`config.mk`:
```
export PLATFORM = sky130hd
export DESIGN_NAME = rr_arbiter_8
export DESIGN_NICKNAME = d
export VERILOG_FILES = /design/src/rtl/arb_pkg.sv /design/src/rtl/prio_enc_8.sv /design/src/rtl/rr_arbiter_8.sv
export SDC_FILE = /design/constraint.sdc
export NUM_CORES = 1
export LEC_CHECK = 0
export ABC_AREA = 1
export CORE_MARGIN = 2
export CORE_UTILIZATION = 58
export CTS_BUF_LIST = sky130_fd_sc_hd__clkbuf_16
export CTS_CLUSTER_DIAMETER = 40
export DETAILED_ROUTE_END_ITERATION = 10
export PLACE_DENSITY = 0.83
export SLEW_MARGIN = 5
export SYNTH_ARGS = -nofsm -noshare
export SYNTH_HDL_FRONTEND = slang
export SYNTH_HIERARCHICAL = 1
export SYNTH_SLANG_ARGS = --single-unit
```
`constraint.sdc`:
```
create_clock -name clk -period 5.2 [get_ports clk]
set_clock_uncertainty 0.1 [all_clocks]
set_input_delay 1.04 -clock clk [delete_from_list [all_inputs] [get_ports clk]]
set_output_delay 1.04 -clock clk [all_outputs]
set_load 0.02 [all_outputs]
```
`src/rtl/arb_pkg.sv`:
```
// Shared constants, FSM state type and rotation helper for the 8-way round-robin arbiter.
// Pure declarations; no timing or flow-control behaviour of its own.
package arb_pkg;

   localparam int N_REQ        = 8;
   localparam int IDX_W        = 3;
   localparam int HOLD_W       = 8;
   localparam int MAX_HOLD_DEF = 16;

   typedef enum logic {
      IDLE = 1'b0,
      BUSY = 1'b1
   } state_t;

   // Rotate right by s so that bit s of v lands on bit 0; the priority search then
   // starts at the round-robin pointer and wraps 7->0 for free.
   function automatic logic [N_REQ-1:0] rot_dn(input logic [N_REQ-1:0] v,
                                                input logic [IDX_W-1:0] s);
      logic [N_REQ-1:0] r;
      logic [IDX_W-1:0] k;
      r = '0;
      for (int i = 0; i < N_REQ; i++) begin
         k    = IDX_W'(i) + s;
         r[i] = v[k];
      end
      return r;
   endfunction

endpackage

```
`src/rtl/prio_enc_8.sv`:
```
// Lowest-index-first priority encoder: 8 request bits in, winning index plus any-valid out.
// Purely combinational, zero latency, no backpressure.
module prio_enc_8
   import arb_pkg::*;
(
   input  logic [N_REQ-1:0] req,
   output logic [IDX_W-1:0] idx,
   output logic             vld
);

   always_comb begin
      idx = '0;
      for (int i = N_REQ - 1; i >= 0; i--) begin
         if (req[i]) begin
            idx = IDX_W'(i);
         end
      end
   end

   assign vld = |req;

endmodule

```
`src/rtl/rr_arbiter_8.sv`:
```
// Round-robin arbiter, 8 requesters, one owner at a time with done/drop/MAX_HOLD release.
// Grant registered one cycle after req; non-owner req changes ignored while an owner holds.
module rr_arbiter_8 #(
   parameter int N_REQ    = arb_pkg::N_REQ,
   parameter int MAX_HOLD = arb_pkg::MAX_HOLD_DEF
) (
   input  logic                      clk,
   input  logic                      rst,
   input  logic [N_REQ-1:0]          req,
   input  logic                      done,
   output logic [N_REQ-1:0]          gnt,
   output logic [arb_pkg::IDX_W-1:0] gnt_idx,
   output logic                      gnt_valid,
   output logic                      timeout
);

   import arb_pkg::*;

   localparam logic [HOLD_W-1:0] HOLD_LAST = HOLD_W'(MAX_HOLD - 1);
   localparam logic [N_REQ-1:0]  ONE_HOT0  = {{(N_REQ-1){1'b0}}, 1'b1};

   state_t            state, state_nxt;
   logic [IDX_W-1:0]  ptr, ptr_nxt;
   logic [HOLD_W-1:0] hold_cnt, hold_nxt;
   logic [N_REQ-1:0]  gnt_nxt;
   logic [IDX_W-1:0]  idx_nxt;
   logic              vld_nxt;
   logic              to_nxt;

   logic [N_REQ-1:0]  req_rot;
   logic [IDX_W-1:0]  enc_idx;
   logic              enc_vld;
   logic [IDX_W-1:0]  win_idx;
   logic              owner_req;
   logic              at_limit;

   assign req_rot = rot_dn(req, ptr);

   prio_enc_8 u_prio_enc (
      .req (req_rot),
      .idx (enc_idx),
      .vld (enc_vld)
   );

   // Undo the rotation: the 3-bit add wraps mod 8 naturally.
   assign win_idx   = enc_idx + ptr;
   assign owner_req = req[gnt_idx];
   assign at_limit  = (hold_cnt == HOLD_LAST);

   always_comb begin
      state_nxt = state;
      ptr_nxt   = ptr;
      hold_nxt  = hold_cnt;
      gnt_nxt   = gnt;
      idx_nxt   = gnt_idx;
      vld_nxt   = gnt_valid;
      to_nxt    = 1'b0;
      case (state)
         IDLE: begin
            hold_nxt = '0;
            if (enc_vld) begin
               state_nxt = BUSY;
               gnt_nxt   = ONE_HOT0 << win_idx;
               idx_nxt   = win_idx;
               vld_nxt   = 1'b1;
            end
         end
         BUSY: begin
            if (!at_limit) begin
               hold_nxt = hold_cnt + HOLD_W'(1);
            end
            if (done || !owner_req || at_limit) begin
               state_nxt = IDLE;
               gnt_nxt   = '0;
               idx_nxt   = '0;
               vld_nxt   = 1'b0;
               hold_nxt  = '0;
               ptr_nxt   = gnt_idx + IDX_W'(1);
               // A voluntary release on the limit cycle wins over the forced one.
               to_nxt    = at_limit && !done && owner_req;
            end
         end
         default: begin
            state_nxt = IDLE;
         end
      endcase
   end

   always_ff @(posedge clk) begin
      if (rst) begin
         state     <= IDLE;
         ptr       <= '0;
         hold_cnt  <= '0;
         gnt       <= '0;
         gnt_idx   <= '0;
         gnt_valid <= 1'b0;
         timeout   <= 1'b0;
      end else begin
         state     <= state_nxt;
         ptr       <= ptr_nxt;
         hold_cnt  <= hold_nxt;
         gnt       <= gnt_nxt;
         gnt_idx   <= idx_nxt;
         gnt_valid <= vld_nxt;
         timeout   <= to_nxt;
      end
   end

endmodule

```
==> qor.yml <==
ir_drop_uv: 388
die_x_um: 57.8
hold_path.class: "flip-flop to flip-flop"
p_per_area_nw_per_um2: 530
required_ps: 5300
timing.rr.start: "ptr[0]$_SDFFE_PP0P_"
final-seq-area_um2: 500
worst-path-buf-inv: 6
postLayoutCellArea_um2: 1980
fmax_mhz: 261
clkSinkCount: 25
period_needed_ps: 3840
clkLatencyLatePin_ps: 260
path_cells: "clkdlybuf4s50_1 > inv_1 > o21ai_0 > inv_1 > nand2_1 > o21ai_0 > mux2i_1 > inv_1 > nand2_1 > nand2_1 > nand2_1 > nand2_1 > a21oi_1 > ha_1 > inv_1 > fa_1 > inv_1 > nor2_1 > nand3_1 > nand2_1 > nand2_1 > nor2_1"
syn_area_um2: 1680
drive_above_1_share_pct: 9.62
cts.clk_slew.worst_paths_ps: 60
grt_first_pass_wirelength_um: 5600
h-tree-depth: 1
power_leakage_nw: 0.874
cp_slowest_cell: "fa_1"
place_inst: 287
firstDrtPassIters: 4
io_buffers: 23
setup_tns_ps: 0
synthSimpleGateAreaFrac_pct: 33.9
gr-usage-met2_pct: 35.2
clockRootBuffer: "clkbuf_16"
die-area_um2: 3340
grt_overflow: 0
power_frac_seq_pct: 27.1
grt_setup_unrepaired: "false"
synth_warnings: 6
start_kind: "input port"
min_from: "hold_cnt[0]$_SDFFE_PP0P_"
cts_hold_buf: 0
rows: 19
cp.arrival_ps: 3940
switchingPower_w: 0.000483
totalWireLength_um: 3180
vias: 1476
avgSynthCellArea_um2: 7.03
antenna_found_initial: 0
coreArea_um2: 2760
max_slew_margin_pct: 60.8
p_int_w: 0.000569
crit_top_cell: "nand2_1"
grt_use_met3_pct: 2.68
busiest_layer: "met2"
drc: 0
worstSetupPathType: "input port to flip-flop"
grt_max_degree: 21
clk_path_buf_depth: 2
die_h_um: 57.8
timing.final.crit_share_pct: 73.8
synthesis.nets: 256
met1_usage_pct: 27.4
crit_path_start: "req[7]"
slowest_delay_ps: 550
grt_usage_pct: 20.9
post-dp-hpwl_um: 2420
drtAntennaViolNets: 0
synth_top_family_by_area: "simple AND/OR/NAND/NOR gates"
drv_cap: 0
hold_violations: 0
ys_types: 32
cts_tree: "built"
critPathTopFamily: "buffers and inverters"
synth-edff-count: 0
worstMarginPinSlew_ps: 587
synthMuxAreaShare_pct: 3.58
place_area_um2: 1900
yosys.area_share.adder_pct: 4.92
synth-xor-area-share_pct: 5.22
initial_core_util_pct: 60.9
grt_pass1_vias: 1351
drt_iter0_markers: 50
p_comb_share_pct: 57.0
clock_power_share_pct: 16.0
ys_seq_area_share_pct: 29.8
multi_input_area_um2: 987
num-fill-cells: 225
async_flop_share_pct: 0
cts_setup_buffers: 0
cp_max_fo: 5
cts_resized: 0
setup_viol: 0
final_core_util_pct: 71.9
ys_seq_elements: 25
nets: 278
switching_share_pct: 45.9
syn_inst: 239
synth_compound_area_share_pct: 11.2
routed_via_density: 5.07
wl_per_cell_um: 10.9
end_kind: "flip-flop"
status: "finished, final reports clean"
numCtsBuffers: 3
final_cell_count_no_fill: 291
diodes: 0
ys.flop_type: "dfxtp_1"
syn_to_final_growth_pct: 18.1
ioPinCount: 24
gp_congestion: 0.828
maxSlewViolCount: 0
hold_slack_ps: 348
==> per-layer routing <==
layer,up-vias,wire length [µm]
li1,814,-
met1,647,1550
met2,10,1540
met3,5,46
met4,0,45
met5,-,0
==> cell type report <==
cell class	count	share of cell area, %
clock buffer	3	3.79
clock inverter	1	0.252
inverter	39	7.38
multi-input combinational	169	49.8
sequential	25	25.2
tap	31	1.96
timing repair buffer	23	11.6
==> worst reg2reg max path, stage by stage, from the launching register on <==
cell and delay [ps]:
dfxtp_1 680, inv_1 100, ha_1 370, inv_1 100
nand2_1 70, o21ai_0 120, mux2i_1 180, nand2_1 70
nand2_1 50, nand2_1 50, nand2_1 50, nand2_1 50
a21oi_1 120, ha_1 150, inv_1 50, fa_1 550
inv_1 120, nor2_1 160, nand3_1 110, nand2_1 80
nand2_1 50, nor2_1 90
==> synth_stat cells, types with 4 or more instances <==
| cell type | instances | share of area, % |
|---|---|---|
| dfxtp_1 | 25 | 30 |
| nand3_1 | 14 | 4.2 |
| inv_1 | 38 | 8.5 |
| nand3_2 | 6 | 3.6 |
| ha_1 | 5 | 3.7 |
| nand2_2 | 4 | 1.5 |
| nand2_1 | 49 | 11 |
| xor2_1 | 7 | 3.7 |
| a21oi_1 | 8 | 2.4 |
| mux2i_1 | 6 | 3.6 |
| nor2_1 | 21 | 4.7 |
| nor3_1 | 5 | 1.5 |
| a21oi_2 | 5 | 2.6 |
| nand4_1 | 5 | 1.9 |
| o21ai_0 | 17 | 5.1 |
==> cell usage in the layout (no fill, tap or decap), types with 2 or more instances in the layout <==
cell / instances
a21oi_1: 8
a21oi_2: 5
clkbuf_16: 3
clkdlybuf4s50_1: 23
dfxtp_1: 25
ha_1: 5
inv_1: 38
mux2i_1: 6
nand2_1: 49
nand2_2: 4
nand3_1: 14
nand3_2: 6
nand3b_1: 3
nand4_1: 5
nor2_1: 21
nor3_1: 5
o21ai_0: 17
o22ai_1: 2
xnor2_1: 3
xor2_1: 7
==> per-stage QoR <==
step / setup slack (ps) / total power (W)
floorplan: 1910 / 0.000745
global placement: 1150 / 0.000872
detailed placement: 1140 / 0.000880
CTS: 1370 / 0.00105
global route: 964 / 0.00115
finish: 1360 / 0.00105
==> sequential cells by signal, indices dropped and copies added (netlist names) <==
signal and flops:
gnt 8, ptr 3, gnt_idx 3, hold_cnt 8, timeout 1, gnt_valid 1
state 1
==> power by group through the flow <==
| stage | registers [W] | clock network (W) | logic [W] |
|---|---|---|---|
| after floorplan | 0.000307 | 0 | 0.000438 |
| after global placement | 0.000288 | 0 | 0.000584 |
| after detailed placement | 0.000289 | 0 | 0.000591 |
| after CTS | 0.000285 | 0.000171 | 0.000598 |
| after global routing | 0.000293 | 0.000181 | 0.000672 |
| final | 0.000284 | 0.000168 | 0.000599 |
==> worst paths after layout <==
| kind | end | slack [ps] | cells after the start |
|---|---|---|---|
| max | gnt[4]$_SDFFE_PP0P_ | 1360 | 22 |
| min | hold_cnt[0]$_SDFFE_PP0P_ | 350 | 1 |
| max reg2reg | gnt[4]$_SDFFE_PP0P_ | 1670 | 21 |
| min reg2reg | hold_cnt[0]$_SDFFE_PP0P_ | 350 | 1 |
==> cells by family after synthesis <==
logic type               after synthesis
AO/OA/AOI/OAI                         33
XOR/XNOR                              10
adder cells (fa/ha/maj)                6
buffers and inverters                 45
flip-flops                            25
multiplexers                           6
AND/OR/NAND/NOR                      114
Note: power is estimated with default switching activity, not from simulation.
==> RTL edit (same flow settings) <==
Reset style: asynchronous (`rst`), changed in one clocked block.
--- a/src/rtl/rr_arbiter_8.sv
+++ b/src/rtl/rr_arbiter_8.sv
@@ -86,7 +86,7 @@
       endcase
    end
 
-   always_ff @(posedge clk) begin
+   always_ff @(posedge clk or posedge rst) begin
       if (rst) begin
          state     <= IDLE;
          ptr       <= '0;
Check against the original RTL: differs if rst is asserted again (counterexample within 4 cycles, from zero or initial values and one cycle with rst high); with rst held inactive, the same outputs for 10 cycles.
==> RTL edit against the unedited design <==
- setup slack got worse by 120 ps
- hold slack improved by 23 ps
- area after synthesis rose by 2.6%
- highest routed layer unchanged
- maximum frequency fell by 3.1%
- sequential cell count did not move
- wire length rose by 7.9%
- total power rose by 28%
- non-clock buffer count did not move
- final area rose by 2.3%
==> RTL edit: results (changes against the unedited design) <==
Top Metal Used=met4; Mapped Cells=238 (-0.42%); Placed Instances=287 (unchanged); Distinct cells, synth=26 (-19%); Iter 0 DRT Violations=75 (+50%); syn nets=255 (-0.39%); n_diodes=0 (unchanged); VDD IR max=559 uV (+44%); Leakage=0.00106 uW (+21%); worst-path fanout max=5 (unchanged); Reg clk slew, reported paths=60 ps (about the same); max incr delay on CP=490 ps (-60 ps); R2R Path Start=ptr[0]; Post-synth top cells=nand2_1, inv_1, dfrtp_1; cell family with most CP delay=buffers and inverters; wl on met1=1640 um (+5.7%); Pre-antenna DRT Iters=5 (+1); Num CTS Buffers=3 (unchanged); largest net degree at the start of global routing=26 (+24%); r2r worst-path depth=18 (-14%); status=finished clean; layout cells sized above 1=0.0538 (-0.0423); Worst EP arrival=4010 ps (+70 ps); Port Buf Inserts=23 (unchanged); flop-to-flop setup slack=1650 ps (-20 ps); Slowest-stage cell, CP=clkdlybuf4s50_1; GPL Wtd Cong=0.832 (+0.43%); Area contributors post-synth=dfrtp_1, nand2_1, inv_1; via count=1515 (+2.6%); wire length on met3=132 um (+190%); Nets=278 (unchanged); first-pass GRT wire length=6020 um (+7.5%); min-delay src=hold_cnt[0]; mux contribution to synthesized area=0.0349 (-0.000909); sequential area share after synthesis=0.363 (+0.0650); Worst Hold Path Cells=1 (unchanged); Worst Hold Slack=371 ps (+23.1 ps); post-synthesis async set-or-reset flop share=1.00 (+1.00); placed inst area=1950 um2 (+2.4%); met2 Usage GRT=0.364 (+0.0121); met3 usage in global routing=0.0418 (+0.0150); Wirelength per Cell=11.8 um (+7.9%); WL met2=1600 um (+3.8%); cell internal pwr=662 uW (+16%); relative slew slack=0.389 (-0.219); GRT Util Overall=0.228 (+0.0191); vias in the first global route=1436 (+6.3%); met1 usage=0.297 (+0.0226); DP Worst Slack=1060 ps (-76.6 ps); post-synthesis compound-gate area fraction=0.0675 (-0.0442); hpwl dp=2460 um (+2.0%); vias per inst=5.21 (+2.6%); hold endpoint=hold_cnt[0]; postcts setup bufs=0 (unchanged); Synth Area in Adders=0.0479 (-0.00125); clk_lat worst skew=260 ps (about the same); XOR/XNOR share of the synthesized area=0.0458 (-0.00641); reg2reg end=gnt[5]
==> RTL edit: changes by cell type after synthesis, sizes merged, moves of 4 or more <==
cell and delta:
dfxtp -25, dfrtp +25, nand3 +4, nand2 +16, nor2 -4, a21oi -10, nand3b -4
==> RTL edit: how the worst max path moves through the flow <==
stage | to | slack (ps) | start
final | gnt[5] | 1240 | req[3]
after global routing | gnt[4] | 870 | req[3]
after floorplan | gnt[5] | 1950 | req[3]
after CTS | gnt[5] | 1250 | req[3]
after global placement | gnt[5] | 1180 | req[3]
after detailed placement | gnt[4] | 1060 | req[3]
==> RTL edit: kinds of logic (layout without fill, tap and decap cells) <==
logic type / after synthesis / count (layout)
xor+xnor: 9 / 9
buf+inv: 47 / 69
mux: 6 / 6
flops: 25 / 25
compound gates: 23 / 23
fa+ha+maj: 6 / 6
simple gates: 122 / 122
==> RTL edit: worst register-to-register path: stages (launching register included) <==
cell and delay, ps:
dfrtp_1 680, inv_1 100, ha_1 360, nand2_1 80
o21ai_0 100, mux2i_1 250, inv_1 90, nand2_1 70
nand2_1 50, nand2_1 50, nand2_1 50, a21oi_1 180
ha_1 190, inv_1 60, fa_1 380, xor2_1 340
nor2_1 140, nand3_1 110, nand2_1 60
==> RTL edit: power groups by stage <==
stage	Clock [uW]	Sequential, uW	Combinational [uW]
global placement	0	316	825
global route	182	325	987
detailed placement	0	316	844
CTS	173	315	866
floorplan	0	312	684
finish	171	315	865
==> RTL edit: final cells by class <==
type	instances	area (um2)	area share
repair buffers	23	230	0.113
well taps	31	38.8	0.0191
multi-input cells	166	897	0.442
flip-flops and latches	25	626	0.308
clock inverters	1	5.00	0.00247
inverters	42	158	0.0777
clock buffers	3	75.1	0.0370
